`src/rtl/led_blink_multi_if.sv`:
```
// Configuration/sync bus and LED/tick outputs of the multi-channel blinker.
// The host drives the master side; the blinker sits on the slave side.
interface led_blink_multi_if #(
    parameter int CHANNELS = 4,
    parameter int HALF_W   = 16
);
    localparam int CH_W = (CHANNELS > 1) ? $clog2(CHANNELS) : 1;

    logic                CFG_WE;
    logic [CH_W-1:0]     CFG_CH;
    logic [1:0]          CFG_MODE;
    logic [HALF_W-1:0]   CFG_HALF;
    logic                SYNC;
    logic                TICK;
    logic [CHANNELS-1:0] LED;

    modport master (
        output CFG_WE, CFG_CH, CFG_MODE, CFG_HALF, SYNC,
        input  TICK, LED
    );

    modport slave (
        input  CFG_WE, CFG_CH, CFG_MODE, CFG_HALF, SYNC,
        output TICK, LED
    );
endinterface

```
`src/rtl/led_blink_multi.sv`:
```
// Multi-channel LED blinker: shared tick prescaler, per-channel
// off/on/blink/pulse mode and run-time half-period.
module led_blink_multi #(
    parameter int SYS_CLK  = 100000000,
    parameter int TICK_HZ  = 1000,
    parameter int CHANNELS = 4,
    parameter int HALF_W   = 16,
    parameter int DEF_HALF = 500
) (
    input logic              CLK,
    input logic              RESETBTN,
    led_blink_multi_if.slave bus
);
    localparam int DIV   = SYS_CLK / TICK_HZ;
    localparam int DIV_W = (DIV > 1) ? $clog2(DIV) : 1;
    localparam int CH_W  = (CHANNELS > 1) ? $clog2(CHANNELS) : 1;

    localparam logic [DIV_W-1:0] PRE_MAX = DIV_W'(DIV - 1);

    localparam logic [1:0] M_OFF   = 2'd0;
    localparam logic [1:0] M_ON    = 2'd1;
    localparam logic [1:0] M_BLINK = 2'd2;

    if (DIV < 2) begin : g_bad_div
        $error("SYS_CLK/TICK_HZ must be at least 2");
    end
    if (CHANNELS < 1 || CHANNELS > 16) begin : g_bad_ch
        $error("CHANNELS must be in 1..16");
    end

    logic                           run_q;
    logic [DIV_W-1:0]               pre_q, pre_d;
    logic                           tick_q, tick_d;
    logic                           tk;
    logic [CHANNELS-1:0][1:0]       mode_q, mode_d;
    logic [CHANNELS-1:0][HALF_W-1:0] half_q, half_d;
    logic [CHANNELS-1:0][HALF_W-1:0] cnt_q, cnt_d;
    logic [CHANNELS-1:0]            phase_q, phase_d;
    logic [CHANNELS-1:0]            led_q, led_d;
    logic [CHANNELS-1:0]            wrap;

    // Release flop: logic starts counting on the second edge after deassert
    always_ff @(posedge CLK or negedge RESETBTN) begin
        if (!RESETBTN) begin
            run_q <= 1'b0;
        end else begin
            run_q <= 1'b1;
        end
    end

    always_ff @(posedge CLK or negedge RESETBTN) begin
        if (!RESETBTN) begin
            pre_q   <= '0;
            tick_q  <= 1'b0;
            mode_q  <= {CHANNELS{M_BLINK}};
            half_q  <= {CHANNELS{HALF_W'(DEF_HALF)}};
            cnt_q   <= '0;
            phase_q <= '0;
            led_q   <= '0;
        end else begin
            pre_q   <= pre_d;
            tick_q  <= tick_d;
            mode_q  <= mode_d;
            half_q  <= half_d;
            cnt_q   <= cnt_d;
            phase_q <= phase_d;
            led_q   <= led_d;
        end
    end

    // half of zero behaves as one, so the last count is zero in both cases
    always_comb begin
        wrap = '0;
        for (int i = 0; i < CHANNELS; i++) begin
            if (half_q[i] == '0) begin
                wrap[i] = (cnt_q[i] == '0);
            end else begin
                wrap[i] = (cnt_q[i] == half_q[i] - HALF_W'(1));
            end
        end
    end

    always_comb begin
        pre_d   = pre_q;
        tick_d  = 1'b0;
        tk      = 1'b0;
        mode_d  = mode_q;
        half_d  = half_q;
        cnt_d   = cnt_q;
        phase_d = phase_q;
        led_d   = led_q;
        if (run_q) begin
            if (bus.SYNC) begin
                pre_d = '0;
            end else if (pre_q == PRE_MAX) begin
                pre_d = '0;
                tk    = 1'b1;
            end else begin
                pre_d = pre_q + 1'b1;
            end
            tick_d = tk;
            for (int i = 0; i < CHANNELS; i++) begin
                if (bus.CFG_WE && bus.CFG_CH == CH_W'(i)) begin
                    mode_d[i]  = bus.CFG_MODE;
                    half_d[i]  = bus.CFG_HALF;
                    cnt_d[i]   = '0;
                    phase_d[i] = 1'b0;
                    led_d[i]   = (bus.CFG_MODE == M_ON);
                end else if (bus.SYNC || !mode_q[i][1]) begin
                    cnt_d[i]   = '0;
                    phase_d[i] = 1'b0;
                    led_d[i]   = (mode_q[i] == M_ON);
                end else if (tk) begin
                    cnt_d[i]   = wrap[i] ? '0 : cnt_q[i] + 1'b1;
                    phase_d[i] = phase_q[i] ^ wrap[i];
                    // pulse fires on the 1->0 phase toggle only
                    if (mode_q[i] == M_BLINK) begin
                        led_d[i] = phase_q[i] ^ wrap[i];
                    end else begin
                        led_d[i] = wrap[i] & phase_q[i];
                    end
                end
            end
        end
    end

    assign bus.TICK = tick_q;
    assign bus.LED  = led_q;

    logic unused_off;
    assign unused_off = (M_OFF == 2'd0);
endmodule

```
`src/flat_wrapper.sv`:
```
// flat-port wrapper written by rule: the top's interface ports become plain ports
module led_blink_multi_flat 
#(
    parameter int SYS_CLK  = 100000000,
    parameter int TICK_HZ  = 1000,
    parameter int CHANNELS = 4,
    parameter int HALF_W   = 16,
    parameter int DEF_HALF = 500
)
  (CLK, RESETBTN, bus_CFG_WE, bus_CFG_CH, bus_CFG_MODE, bus_CFG_HALF, bus_SYNC, bus_TICK, bus_LED);
  led_blink_multi_if #(.CHANNELS(CHANNELS), .HALF_W(HALF_W)) bus_i ();
  input logic CLK;
  input logic RESETBTN;
  input wire logic [$bits(bus_i.CFG_WE)-1:0] bus_CFG_WE;
  input wire logic [$bits(bus_i.CFG_CH)-1:0] bus_CFG_CH;
  input wire logic [$bits(bus_i.CFG_MODE)-1:0] bus_CFG_MODE;
  input wire logic [$bits(bus_i.CFG_HALF)-1:0] bus_CFG_HALF;
  input wire logic [$bits(bus_i.SYNC)-1:0] bus_SYNC;
  output wire logic [$bits(bus_i.TICK)-1:0] bus_TICK;
  output wire logic [$bits(bus_i.LED)-1:0] bus_LED;
  assign bus_i.CFG_WE = bus_CFG_WE;
  assign bus_i.CFG_CH = bus_CFG_CH;
  assign bus_i.CFG_MODE = bus_CFG_MODE;
  assign bus_i.CFG_HALF = bus_CFG_HALF;
  assign bus_i.SYNC = bus_SYNC;
  assign bus_TICK = bus_i.TICK;
  assign bus_LED = bus_i.LED;
  led_blink_multi #(.SYS_CLK(SYS_CLK), .TICK_HZ(TICK_HZ), .CHANNELS(CHANNELS), .HALF_W(HALF_W), .DEF_HALF(DEF_HALF)) u_core (.CLK(CLK), .RESETBTN(RESETBTN), .bus(bus_i));
endmodule
```
`config.mk`:
```
export PLATFORM = sky130hd
export DESIGN_NAME = led_blink_multi_flat
export DESIGN_NICKNAME = d
export VERILOG_FILES = /design/src/rtl/led_blink_multi_if.sv /design/src/rtl/led_blink_multi.sv /design/src/flat_wrapper.sv
export SDC_FILE = /design/constraint.sdc
export NUM_CORES = 1
export LEC_CHECK = 0
export ABC_AREA = 1
export CAP_MARGIN = 40
export CORE_MARGIN = 2
export CORE_UTILIZATION = 29
export DETAILED_ROUTE_END_ITERATION = 10
export SLEW_MARGIN = 20
export SYNTH_ARGS = -nofsm -noshare
export SYNTH_HDL_FRONTEND = slang
export SYNTH_SLANG_ARGS = --single-unit
export TNS_END_PERCENT = 30
```
`constraint.sdc`:
```
create_clock -name CLK -period 5.01 [get_ports CLK]
set_input_delay 1.002 -clock CLK [delete_from_list [all_inputs] [get_ports CLK]]
set_output_delay 1.002 -clock CLK [all_outputs]
set_load 0.005 [all_outputs]
```
# Word-level counts from Yosys, hierarchy flattened
# Cells that the tools add are included.
# word_totals
out_inout_bits	5
elab_cells	144
reg_bits	163
# op_classes
n_mux	54
n_addsub	9
bitwise	8
eq_ne	17
reduce_logical	33
# op_table
op	n
16-bit two-way mux	16
16-bit zero test	8
16-bit by 1-bit adder with 16-bit output (second input constant)	4
16-bit == test	4
16-bit by 1-bit subtractor with 16-bit output (second input constant)	4
1-bit two-way mux	36
17-bit two-way mux	2
17-bit by 1-bit adder with 17-bit output (second input constant)	1
17-bit == test (second input constant)	1
2-bit AND reduction	8
2-bit by 1-bit == test with 1-bit output (second input constant)	6
2-bit == test (second input constant)	6
3-bit nonzero test	4
1-bit bitwise AND	4
1-bit logical AND	4
1-bit zero test	4
1-bit logical OR	4
1-bit bitwise XOR	4
2-bit zero test	1

# Longest topological paths before layout
# logic_depth
ltp_word	8
depth_mapped	20
depth_no_buf	19

# Least setup slack after synthesis
# Ideal clock, no wire load.
# synth_path
kind	flip-flop to flip-flop
startpoint	register u_core.half_q[0] in the netlist's numbering
endpoint	register u_core.led_q[0] (netlist: u_core.bus.LED[0])
t_arrival_ns	2.308
setup_slack_ns	2.585
setup_time_ns	0.117
period_less_slack_ns	2.425
t_required_ns	4.893
stages_incl_launch_ff	21
path_cell_list	dfrtp_1 inv_1 ha_1 nand3_2 nor2_4 nand2_1 nand2_1 nand2_1 nand2_1 nand2_1 nor2_2 nand4_4 buf_6 nand2_1 ha_1 inv_1 nor2_1 o22ai_1 o21ai_0 nand2_1 nand2_1
# synth_via
elab_chain_cells	8
elab_cells_between_ends	10
classes_between	add/sub: 1; eq/ne: 1; mux: 5; bitwise: 2; reduce/logical: 1
# synth_rtl
element	line	text
start, declared	led_blink_multi.sv:36	logic [CHANNELS-1:0][HALF_W-1:0] half_q, half_d;
start signal, assigned	led_blink_multi.sv:56	half_q <= {CHANNELS{HALF_W'(DEF_HALF)}};
start signal, assigned	led_blink_multi.sv:64	half_q <= half_d;
16-bit by 1-bit subtractor with 16-bit output	led_blink_multi.sv:78	wrap[i] = (cnt_q[i] == half_q[i] - HALF_W'(1));
16-bit == test	led_blink_multi.sv:78	
1-bit two-way mux *	led_blink_multi.sv:75	if (half_q[i] == '0) begin
1-bit bitwise AND or 1-bit bitwise XOR (tied branches)	led_blink_multi.sv:120, led_blink_multi.sv:118	
1-bit two-way mux *	led_blink_multi.sv:117	if (mode_q[i] == M_BLINK) begin
1-bit two-way mux *	led_blink_multi.sv:113	end else if (tk) begin
1-bit two-way mux *	led_blink_multi.sv:109	end else if (bus.SYNC || !mode_q[i][1]) begin
1-bit two-way mux *	led_blink_multi.sv:103	if (bus.CFG_WE && bus.CFG_CH == CH_W'(i)) begin
end signal, assigned	led_blink_multi.sv:67	led_q <= led_d;
end, declared	led_blink_multi.sv:39	logic [CHANNELS-1:0] led_q, led_d;
# Mark *: on every way between the ends. The rest lies on a longest branch, timed or not. The select of a mux whose other input is x is not followed.
# A chain may end at the register's enable or synchronous reset.

# Final worst setup path
# Same ends and word-level chain as after synthesis.

==> run metrics <==
cts hold-fix bufs 0; GRT met2 Usage roughly a quarter; wire per inst approximately 13 um; Final #Nets 1654; Main synth FF type dfrtp_1; combinational power share 22.4%; type of the worst setup path reg2reg; worst setup path startpoint u_core.half_q[0]; relative slew slack about 43%; mean post-synth cell area between 6 and 7 um^2; fin util 33.0%; kind of start point of the critical path flip-flop; Setup Viol. Count Final 0; share of cells above drive strength 1 between 8 and 9%; placed cell area 11800 um^2; worst r2r path cells 15; fmax between 0.3 and 0.4 GHz; post-CTS setup buffer count 0; met3 Usage GRT under 10%; Synth Net Count about 1600; H-tree levels 4; Total Wirelength approximately 28000 um; status completed; Final GP Congestion around 0.85; most frequent cell after synthesis nand2_1; worst slew pin tran around 840 ps; register area share after synthesis 37.2%; Die X 199 um; Post-Syn Instances between 1500 and 2000; met1 Use GR 20.5%; Synth area leader dfrtp_1; Synth Warn # 0; Avg Vias per Cell 4.66; P_sw between 1 and 1.5 mW; antenna cell count 0; Synth top cells by count nand2_1 (477), inv_1 (190), nor2_1 (159), nand3_1 (148), dfrtp_1 (135); CTS Buf Count 17; flops & latches, synth roughly 160; grt total ovfl 0; CP required 5350 ps; area share of the largest cell type after synthesis between 30% and 40%; CTS resizes 0; PortBufs 28; DRC Markers 0; Clk Tree Root Cell clkbuf_16; CTS sink count 163; Yosys cell types between 50 and 60; internal power 2.45 mW; Clock Power Share approximately a third; R2R Path Start u_core.half_q[0]; 1st-pass router iterations 5; clk_lat worst skew about 450 ps; Final Hold Vio Count 0; initial antenna violation count 0; Final period util 64.2%; DP Wirelength 20400 um; CTS tree built; Core ar. 37700 um^2; FP Rows a little over 70; RSZ-0062 raised after global routing no; clk buf depth 2; Initial Utilization 29.4%; VDD IR max around 0.00018 V; number of global-route vias before repair around 9300; die area roughly 40000 um^2; Reg2Reg Capture Point u_core.bus.LED[0]; crit-path max FO 17; r2r setup slk 1790 ps; final antenna-violating net count 0; power per cell area 302 nW/um^2; gr busiest metal met2; WP data arrival approximately 3600 ps; fin cells 2137; Max Cap Viol 0; Mapped Area ~11000 um^2; sw frac roughly a third; Post-synth EDFFs 0; dominant cells by area after synthesis dfrtp_1 (31%), nand2_1 (16%), nand3_1 (6.7%); largest net degree at the start of global routing between 80 and 90; drt first-iter violations ~590; setup_tns 0 ps; first-pass GRT wire length ~47000 um; Fill cells 4033; DR vias around 10000; Final Max Tran Viols 0; sequential share of power 43.3%; gr usage total 14.8%; dpl cells about 2100; Hold Crit Class in2async; LEAKAGE around 5.8 nW; CP Capture Type flip-flop; Post-synth ARST share 100%; I/O pin cnt 29; Die Y roughly 200 um; post-route cell area around 12000 um^2; clock slew at reported path FFs 80 ps; Area growth syn-to-layout 12.3%; crit path time final ~3200 ps; Clock Skew roughly 16 ps
metrics by stage:
stage | power [mW] | hold slack [ps] | setup slack, ps
6_report | 3.75 | 352 | 1790
5_1_grt | 4.00 | 348 | 1520
4_1_cts | 3.79 | 495 | 1790
3_5_place_dp | 2.49 | 479 | 1430
3_3_place_gp | 2.46 | 473 | 1540
2_1_floorplan | 2.25 | 453 | 2590
logic make-up (layout without fill, tap and decap cells):
logic type                 count (synthesis)  after routing  synth area share (%)
and+or+nand+nor                          920            920                  37.4
buffers and inverters                    246            268                  8.94
AOI/OAI and AO/OA                        188            188                  9.04
DFF                                      163            163                  37.2
xor gates and xnor gates                  68             68                  5.38
adders and majority gates                 17             17                  1.92
other                                      1              1                0.0339
muxes                                      1              1                0.0905
placed cells by master (no fill, tap or decap), types with 3 or more instances in the layout:
cell             netlist  final
nand2_1              477    477
inv_1                190    190
nor2_1               159    159
nand3_1              148    148
dfrtp_1              135    135
o21ai_0              109    109
a21oi_1               49     49
xor2_1                38     38
xnor2_1               30     30
dfstp_2               28     28
clkdlybuf4s50_1        0     27
nor3_1                24     24
nor2_2                23     23
nand4_1               19     19
ha_1                  17     17
clkbuf_16              0     17
nor4_1                10     10
nand2_2                9      9
nor2_4                 9      9
o21a_1                 9      9
nand3b_1               8      8
inv_2                  7      7
o21ai_1                5      5
clkinvlp_4             0      5
or2_2                  4      4
nand3_2                4      4
clkinv_1               4      4
nor3b_1                4      4
a31oi_1                4      4
inv_6                  0      4
buf_8                  0      4
or2_1                  3      3
or2_0                  3      3
nor3_2                 3      3
critical path, cell delays in order (launching register included):
cell,delay (ps)
dfrtp_1,400
inv_1,150
ha_1,250
nand3_2,130
nor2_4,210
nand4_1,190
inv_1,90
nand4_1,610
nand2_1,360
ha_1,270
inv_1,70
nor2_1,40
o22ai_1,90
o21ai_0,90
nand2_1,90
nand2_1,50
state kept, by name, summed over array words and instances (netlist names):
register,cells
u_core.mode_q,8
u_core.run_q,1
u_core.pre_q,17
u_core.phase_q,4
u_core.bus.LED,4
u_core.half_q,64
u_core.bus.TICK,1
u_core.cnt_q,64
cell type report:
cell class | instances | area (um^2) | area share [%]
Clock buffer | 17 | 425 | 3.42
Clock inverter | 15 | 145 | 1.17
Multi-Input combinational cell | 1195 | 5960 | 48.0
Tap cell | 511 | 639 | 5.15
Inverter | 201 | 754 | 6.07
Timing Repair Buffer | 35 | 384 | 3.09
Sequential cell | 163 | 4110 | 33.1
worst max path at each step:
stage	endpoint	slack, ps	cells after the start
after floorplan	u_core.bus.LED[0]	2590	20
after global placement	u_core.bus.LED[1]	1540	9
after detailed placement	u_core.bus.LED[1]	1430	9
after CTS	u_core.bus.LED[0]	1790	15
after global routing	u_core.bus.LED[0]	1520	15
final	u_core.bus.LED[0]	1790	15
per-layer routing:
layer | vias to the layer above | share of wire [%]
li1 | 5125 | -
met1 | 4641 | 50
met2 | 166 | 45
met3 | 22 | 3.8
met4 | 0 | 1.5
met5 | - | 0
power by group through the flow:
stage,logic [mW],clock network (mW),registers [mW]
final,0.839,1.29,1.62
after global routing,0.976,1.37,1.65
after CTS,0.845,1.32,1.62
after detailed placement,0.842,0,1.64
after global placement,0.819,0,1.64
after floorplan,0.654,0,1.59
(Power assumes the default switching activity.)
